### src/rtl/pcm_frame_rx.sv
`default_nettype none
// +--------------------------------------------------------------------------+
// | Module      : pcm_frame_rx                                               |
// | Description : Receive-side PCM deframer. Hunts for and tracks an 8-bit   |
// |               frame-alignment word in the serial bit stream and          |
// |               deserializes the codewords that follow it. When the macro  |
// |               PCM_RX_EXPAND_EN is defined, each segmented codeword is    |
// |               expanded to an 8-bit sign-magnitude linear sample;         |
// |               otherwise the raw codeword is delivered.                   |
// | Revision    : 1.0 - initial release                                      |
// +--------------------------------------------------------------------------+
module pcm_frame_rx #(
    parameter logic [7:0] SYNC_WORD = 8'h1B,
    parameter int         N_WORDS   = 8,
    parameter int         MISS_MAX  = 3
) (
    input  logic       clk,
    input  logic       rst_n,
    input  logic       bit_in,
    input  logic       bit_valid,
    output logic [7:0] sample_out,
    output logic       sample_valid,
    output logic [3:0] slot,
    output logic       locked,
    output logic       frame_err
);

    typedef enum logic [1:0] {
        ST_HUNT  = 2'd0,
        ST_DATA  = 2'd1,
        ST_CHECK = 2'd2
    } state_t;

    localparam logic [3:0] c_last_word = 4'(N_WORDS - 1);
    localparam logic [2:0] c_miss_max  = 3'(MISS_MAX);

    state_t     r_state;
    logic [7:0] r_sr;
    logic [3:0] r_fill;       // bits seen since reset, saturates at 8
    logic [2:0] r_bit_cnt;
    logic [3:0] r_word_cnt;
    logic [2:0] r_miss_cnt;

    logic [7:0] w_sr_next;
    logic [7:0] w_sample;
    logic [2:0] w_miss_inc;
    logic       w_fill_ok;
    logic       w_sync_hit;

`ifdef PCM_RX_EXPAND_EN
    // Segmented expansion: seg 0 is linear with a half-step offset, higher
    // segments carry an implied leading one plus a half-step rounding term.
    function automatic logic [7:0] f_expand(input logic [7:0] c);
        logic [2:0]  seg;
        logic [11:0] man;
        logic [11:0] mag;
        seg = c[6:4];
        man = {8'd0, c[3:0]};
        if (seg == 3'd0) begin
            mag = (man << 1) + 12'd1;
        end else begin
            mag = (12'd16 << seg) + (man << seg) + (12'd1 << (seg - 3'd1));
        end
        return {c[7], mag[11:5]};
    endfunction

    assign w_sample = f_expand(w_sr_next);
`else
    assign w_sample = w_sr_next;
`endif

    assign w_sr_next  = {r_sr[6:0], bit_in};
    assign w_miss_inc = r_miss_cnt + 3'd1;
    // The strobe being taken now is at least the 8th since reset.
    assign w_fill_ok  = (r_fill >= 4'd7);
    assign w_sync_hit = (w_sr_next == SYNC_WORD);

    // Framing FSM: shift register, counters and all registered outputs.
    always_ff @(posedge clk or negedge rst_n) begin
        if (!rst_n) begin
            r_state      <= ST_HUNT;
            r_sr         <= 8'd0;
            r_fill       <= 4'd0;
            r_bit_cnt    <= 3'd0;
            r_word_cnt   <= 4'd0;
            r_miss_cnt   <= 3'd0;
            sample_out   <= 8'd0;
            sample_valid <= 1'b0;
            slot         <= 4'd0;
            locked       <= 1'b0;
            frame_err    <= 1'b0;
        end else begin
            sample_valid <= 1'b0;
            frame_err    <= 1'b0;
            if (bit_valid) begin
                r_sr <= w_sr_next;
                if (r_fill != 4'd8) begin
                    r_fill <= r_fill + 4'd1;
                end
                case (r_state)
                    ST_HUNT: begin
                        if (w_fill_ok && w_sync_hit) begin
                            r_state    <= ST_DATA;
                            r_bit_cnt  <= 3'd0;
                            r_word_cnt <= 4'd0;
                            r_miss_cnt <= 3'd0;
                            locked     <= 1'b1;
                        end
                    end
                    ST_DATA: begin
                        r_bit_cnt <= r_bit_cnt + 3'd1;
                        if (r_bit_cnt == 3'd7) begin
                            sample_out   <= w_sample;
                            slot         <= r_word_cnt;
                            sample_valid <= 1'b1;
                            if (r_word_cnt == c_last_word) begin
                                r_word_cnt <= 4'd0;
                                r_state    <= ST_CHECK;
                            end else begin
                                r_word_cnt <= r_word_cnt + 4'd1;
                            end
                        end
                    end
                    ST_CHECK: begin
                        r_bit_cnt <= r_bit_cnt + 3'd1;
                        if (r_bit_cnt == 3'd7) begin
                            if (w_sync_hit) begin
                                r_miss_cnt <= 3'd0;
                                r_state    <= ST_DATA;
                            end else begin
                                frame_err  <= 1'b1;
                                r_miss_cnt <= w_miss_inc;
                                if (w_miss_inc == c_miss_max) begin
                                    // Lost alignment; sr is kept so hunting
                                    // can match on the very next strobe.
                                    r_state <= ST_HUNT;
                                    locked  <= 1'b0;
                                end else begin
                                    r_state <= ST_DATA;
                                end
                            end
                        end
                    end
                    default: r_state <= ST_HUNT;
                endcase
            end
        end
    end

endmodule
`default_nettype wire
### config.mk
export PLATFORM = sky130hd
export DESIGN_NAME = pcm_frame_rx
export DESIGN_NICKNAME = d
export VERILOG_FILES = /design/src/rtl/pcm_frame_rx.sv
export SDC_FILE = /design/constraint.sdc
export NUM_CORES = 1
export LEC_CHECK = 0
export ABC_AREA = 1
export CAP_MARGIN = 20
export CORE_MARGIN = 2
export CORE_UTILIZATION = 50
export DETAILED_ROUTE_END_ITERATION = 8
export HOLD_SLACK_MARGIN = 0.03
export PLACE_DENSITY = 0.72
export SLEW_MARGIN = 15
export SYNTH_ARGS = -nofsm -noshare
export SYNTH_HDL_FRONTEND = slang
export SYNTH_SLANG_ARGS = --single-unit
### constraint.sdc
create_clock -name clk -period 1.51 [get_ports clk]
set_input_delay 0.3775 -clock clk [delete_from_list [all_inputs] [get_ports clk]]
set_output_delay 0.3775 -clock clk [all_outputs]
set_load 0.02 [all_outputs]
# Word-level counts from Yosys, hierarchy flattened
# Index checks and enable logic that the tools add are counted.
totals:
  regBits: 38
  latch_bits: 0
  ramBits: 0
  romBits: 0
  word_cells: 70
  n_memories: 0
op_classes:
  add_sub_neg: 4
  n_mul: 0
  div: 0
  magnitude_cmp: 1
  n_eq_ne: 13
  shifts: 0
  muxes: 28
  bitwise_logic: 0
  n_reduce_logical: 13
op_table:
  columns: ["operator", "count"]
  rows:
  - ["2-to-1 mux 1 bit", 13]
  - ["2-to-1 mux 4 bit", 3]
  - ["!= test 2 bit (second input constant)", 6]
  - ["one-hot mux 3 bit (2 select lines)", 2]
  - ["2-to-1 mux 3 bit", 3]
  - ["adder 4 x 1 -> 4 bit (second input constant)", 2]
  - ["== test 8 x 5 -> 1 bit (second input constant)", 1]
  - ["2-to-1 mux 2 bit", 4]
  - ["one-hot mux 4 bit (2 select lines)", 1]
  - ["AND reduction 4 bit", 2]
  - ["adder 3 x 1 -> 3 bit (second input constant)", 2]
  - ["one-hot mux 2 bit (3 select lines)", 1]
  - ["AND reduction 3 bit", 2]
  - ["AND reduction 6 bit", 1]
  - ["nonzero test 2 bit", 3]
  - ["AND reduction 5 bit", 1]
  - ["== test 4 x 3 -> 1 bit (second input constant)", 1]
  - [">= comparator 4 x 3 -> 1 bit (second input constant)", 1]
  - ["!= test 4 bit (second input constant)", 1]
  - ["== test 3 x 2 -> 1 bit (second input constant)", 1]
  - ["== test 3 bit (second input constant)", 1]
  - ["== test 2 x 1 -> 1 bit (second input constant)", 1]
  - ["== test 2 bit (second input constant)", 1]
  - ["zero test 2 bit", 1]
  - ["4 further kinds", 4]

# Depth between registers and ports, before layout
depth:
  depth_word: 6
  mapped_depth: 8

# Least setup slack after synthesis
# OpenSTA, ideal clock, no wires.
synth_timing:
  path_kind: "flip-flop to flip-flop"
  start: "register r_state[1]"
  end: "register r_word_cnt[2]"
  arrival_time_ps: 1278
  required_time_ps: 1392
  setup_slack_ps: 114
  stages_incl_launch_ff: 9
  n_path_buf: 0
  period_less_slack_ps: 1396
  path_cell_list: "dfrtp_1 -> inv_1 -> ha_1 -> inv_2 -> o21ai_1 -> a21oi_1 -> nand2_4 -> nand2_1 -> o21ai_2"
synth_via:
  elab_chain_cells: 3
synth_lines:
  columns: ["element", "line_no", "rtl"]
  rows:
  - ["start: declaration", "37", "state_t r_state;"]
  - ["start signal: assignment", "81", "r_state <= ST_HUNT;"]
  - ["start signal: assignment", "103", "r_state <= ST_DATA;"]
  - ["start signal: assignment", "118", "r_state <= ST_CHECK;"]
  - ["== test 2 x 1 -> 1 bit / zero test 2 bit (equally long branches)", "100", "case (r_state)"]
  - ["!= test 2 bit (no source line) / nonzero test 2 bit (equally long branches)", null, null]
  - ["AND reduction 4 bit (no source line)", null, null]
  - ["end signal: assignment", "120", "r_word_cnt <= r_word_cnt + 4'd1;"]
  - ["end: declaration", "41", "logic [3:0] r_word_cnt;"]
# Several ways; a longest one is shown, not always the timed one.
# A chain may end at the register's enable or synchronous reset.

# Worst setup path after layout
layout_timing:
  start: "register r_bit_cnt[0]"
  end: "register r_word_cnt[3]"
layout_via:
  elab_chain_cells: 3
layout_lines:
  columns: ["element", "line_no", "rtl"]
  rows:
  - ["start: declaration", "40", "logic [2:0] r_bit_cnt;"]
  - ["start signal: assignment", "111", "r_bit_cnt <= r_bit_cnt + 3'd1;"]
  - ["start signal: assignment", "125", "r_bit_cnt <= r_bit_cnt + 3'd1;"]
  - ["== test 3 bit", "112", "if (r_bit_cnt == 3'd7) begin"]
  - ["!= test 2 bit (no source line)", null, null]
  - ["AND reduction 4 bit (no source line)", null, null]
# Every way passes these cells.

==> summary by stage <==
Floorplan
From bottom edge to top edge, the die measures approximately 65 um. The area of the die is 4222 um2. The core area is 3606 um2.

The initial cell density of the core is 51.56%. In this run the core area contains 22 standard-cell rows. The die outline width is approximately 65 um. The number of I/O pins is 19.

Synth
The number of nets handed over by synthesis was about 220. The post-synthesis cell area is 1859 um2. The distinct cell type count after synthesis is 24.

The post-synthesis area per instance is ~9.0 um2. The cell count after synthesis came out at approximately 210. The sequential cell area fraction in the yosys report is about 51%. The Yosys step of the flow raised 0 warnings. The register bit total from synthesis is 38.

Timing
The clock arrives with ~6.8 ps of skew. On the final layout, the worst hold slack is 118.6 ps. For the pin with the worst max-slew slack, the measured transition is approximately 460 ps. Counting I/O delays and the setup requirement, the final critical path takes between 1000 and 1500 ps. Setup repair after global routing could not meet its margin everywhere. The number of pins exceeding their max-slew limit in the final report is 0. Measured against its own limit, the worst slew margin works out to 69.36%. The post-route worst setup slack is ~100 ps. Setup violations remaining at the end of the flow were counted as 0. The maximum operating frequency is roughly 710 MHz.

The ratio of final minimum period to clock period is between 90% and 100%. The number of hold-slack violations in the final timing report is 0.

Power
The maximum vdd drop is between 0.7 and 0.8 mV. The cell leakage power is 1.131 nW. Overall power consumption after layout is estimated at 3.196 mW. The power density relative to cell area is approximately 1400 nW/um2.

Worst setup path
The nature of the critical path endpoint is a register. The classification of the worst setup path is reg2reg. The startpoint of the worst setup timing path is r_bit_cnt[0]. STA puts the critical path data required time at around 1700 ps. In this run the register-to-register setup slack is around 100 ps. Measured in cells, the most critical reg-to-reg path has a length of 7. The critical register-to-register path endpoint is r_word_cnt[3].

The largest fanout of any net on the critical path is 8. The worst setup path is launched from a register. The data arrival time of the critical path is around 1600 ps. The startpoint of the worst-slack reg-to-reg timing path is r_bit_cnt[0].

Placement
The routability congestion estimate is around 0.74. The number of placed cells counting well taps is 279. Before CTS, the worst setup slack after placement is -217.9 ps.

In this run the tool buffered the top-level ports with 18 buffer cells. The half-perimeter wire length after placement is ~2200 um.

Global routing
The remaining global-route overflow is 0. Entering global routing, the biggest net connects 39 pins. Global routing consumed, over all layers together, about 18% of the routing resources. The first-pass GRT wire length is ~5700 um.

The initial antenna violation count is 0. The number of global-route vias before repair is around 1300.

Detailed routing
The post-detailed-route count of antenna-violating nets is 0. In the routed design, unresolved DRC markers number 0. The number of optimization iterations in the first detailed-route pass is 4. The DRC marker count from the first detailed-route iteration is between 80 and 90. The vias after detailed routing is 1400. The number of vias per cell after detailed routing is 4.844. After detailed routing, the average wire length per cell comes to 10.70 um. The final wirelength is 3091 um.

Finish
The layout-stage area growth over the synthesis result is 21.74%. The multi-input combinational cells in the finished layout cover a total of approximately 820 um2. The number of cells in the finished layout apart from fillers is just under 300. Fill cells in the final layout number 324. Cells fill between 60% and 70% of the core in the end. At the end of the flow, the number of nets in the layout was approximately 260. The fraction of layout cells with a size suffix above 1 is roughly 21%.

The register area is around 950 um2. The repair_antennas step left the layout with diodes totalling 0.

Run status
The flow ran to the end, and the final reports show no timing, DRC or antenna violations.

CTS
The clock transition time at the flip-flop clock pins of the worst setup and hold paths is 70 ps. The tree is rooted in a sky130_fd_sc_hd__clkbuf_8. The number of buffers between clock root and the deepest sink is 2. The later pin in the worst-skew pair is clocked with a latency of 290 ps. The total CTS buffers is 5.

The TritonCTS sink count is 38. The CTS tree is done. The depth of the CTS H-tree is 2.

Hold repair after CTS inserted 0 buffers.

Min path
The worst hold path belongs to the class in2async.

Flow run
The max-cap violation count is 0.
## per-layer routing
layer | global-route usage [%] | up-vias | routed length [um]
li1 | - | 735 | -
met1 | 21.34 | 633 | 1421
met2 | 30.03 | 26 | 1465
met3 | 5.208 | 6 | 140
met4 | 7.979 | 0 | 63
met5 | 0 | - | 0
## Yosys cell counts
cell type / number / area, um2
sky130_fd_sc_hd__ha_1: 11 / 137.6
sky130_fd_sc_hd__o21ai_2: 5 / 43.79
sky130_fd_sc_hd__nand4_1: 4 / 25.02
sky130_fd_sc_hd__buf_2: 3 / 15.01
sky130_fd_sc_hd__nand3_4: 2 / 35.03
sky130_fd_sc_hd__xor2_1: 2 / 17.52
sky130_fd_sc_hd__nand3_1: 10 / 50.05
sky130_fd_sc_hd__xnor2_1: 1 / 8.760
sky130_fd_sc_hd__nor2_2: 3 / 18.77
sky130_fd_sc_hd__nand3_2: 1 / 10.01
sky130_fd_sc_hd__nor2_1: 7 / 26.28
sky130_fd_sc_hd__a21oi_1: 4 / 20.02
sky130_fd_sc_hd__inv_1: 19 / 71.32
sky130_fd_sc_hd__o21ai_1: 17 / 85.08
sky130_fd_sc_hd__nand2_4: 2 / 22.52
sky130_fd_sc_hd__nand2_1: 60 / 225.2
sky130_fd_sc_hd__nand2_2: 3 / 18.77
sky130_fd_sc_hd__or2_2: 1 / 6.260
sky130_fd_sc_hd__inv_2: 4 / 15.01
sky130_fd_sc_hd__o21ai_0: 7 / 35.03
sky130_fd_sc_hd__clkbuf_1: 1 / 3.750
sky130_fd_sc_hd__nor2_4: 1 / 11.26
sky130_fd_sc_hd__dfrtp_1: 38 / 950.9
sky130_fd_sc_hd__or2_1: 1 / 6.260
## layout by cell type (no fill, tap or decap), drive strengths merged, types with 4 or more instances in the layout
cell	count
dfrtp	38
clkbuf	6
nand2	65
inv	23
buf	13
o21ai	29
a21oi	4
ha	11
nand3	13
nor2	11
nand4	4
dlygate4sd2	15
## sequential cells by signal (all words and copies together) (netlist names), 2 cells and up
signal	flops
r_word_cnt	4
r_sr	7
r_miss_cnt	3
slot	4
r_fill	4
r_state	2
sample_out	8
r_bit_cnt	3
## kinds of logic (layout without fill, tap and decap cells)
family / count (synthesis) / after routing / synth area share, %
and+or+nand+nor: 95 / 95 / 24.50
DFF: 38 / 38 / 51.14
AOI/OAI and AO/OA: 33 / 33 / 9.892
buffers and inverters: 27 / 61 / 5.652
adders and majority gates: 11 / 11 / 7.402
xor gates and xnor gates: 3 / 3 / 1.413
## stage by stage
step	instance area (um2)	TNS, ps
after floorplan	1859	0
after global placement	2151	-3354
after detailed placement	2151	-3975
after CTS	2227	0
after global routing	2263	-15.92
final	2263	0
## layout make-up
| cell class | instances | area share [%] |
|---|---|---|
| inverters | 23 | 3.925 |
| repair buffers | 30 | 10.89 |
| multi-input cells | 142 | 36.32 |
| clock inverters | 2 | 0.5528 |
| flip-flops and latches | 38 | 42.01 |
| clock buffers | 6 | 3.648 |
| well taps | 48 | 2.653 |
## critical path, cell delays in order, from the launching register on
cell	delay [ps]
sky130_fd_sc_hd__dfrtp_1	400
sky130_fd_sc_hd__ha_1	200
sky130_fd_sc_hd__ha_1	230
sky130_fd_sc_hd__o21ai_2	180
sky130_fd_sc_hd__a21oi_2	60
sky130_fd_sc_hd__nand2_4	130
sky130_fd_sc_hd__nand2_1	80
sky130_fd_sc_hd__o21ai_2	60
## power by group
part	switching [mW]	internal [mW]	total (mW)	leakage [nW]
sequential	0.155	1.21	1.36	0.502
clock	0.356	0.367	0.722	0.0472
combinational	0.668	0.443	1.11	0.582
total	1.18	2.02	3.20	1.13
## worst max-delay path by stage
| stage | to | slack, ps | depth (start not counted) |
|---|---|---|---|
| 6_report | r_word_cnt[3] | 100 | 7 |
| 4_1_cts | r_word_cnt[3] | 20 | 7 |
| 3_3_place_gp | r_miss_cnt[1] | -170 | 8 |
| 5_1_grt | r_state[1] | -7 | 8 |
| 2_1_floorplan | r_word_cnt[2] | 110 | 8 |
| 3_5_place_dp | r_miss_cnt[0] | -220 | 8 |
## timing repair
item                                    4_1_cts  5_1_grt
pin swaps                                     0        3
gates resized for setup                      15        9
buffers inserted                              0        2
endpoints found under the setup margin       15       23
Note: power is estimated with default switching activity, not from simulation.
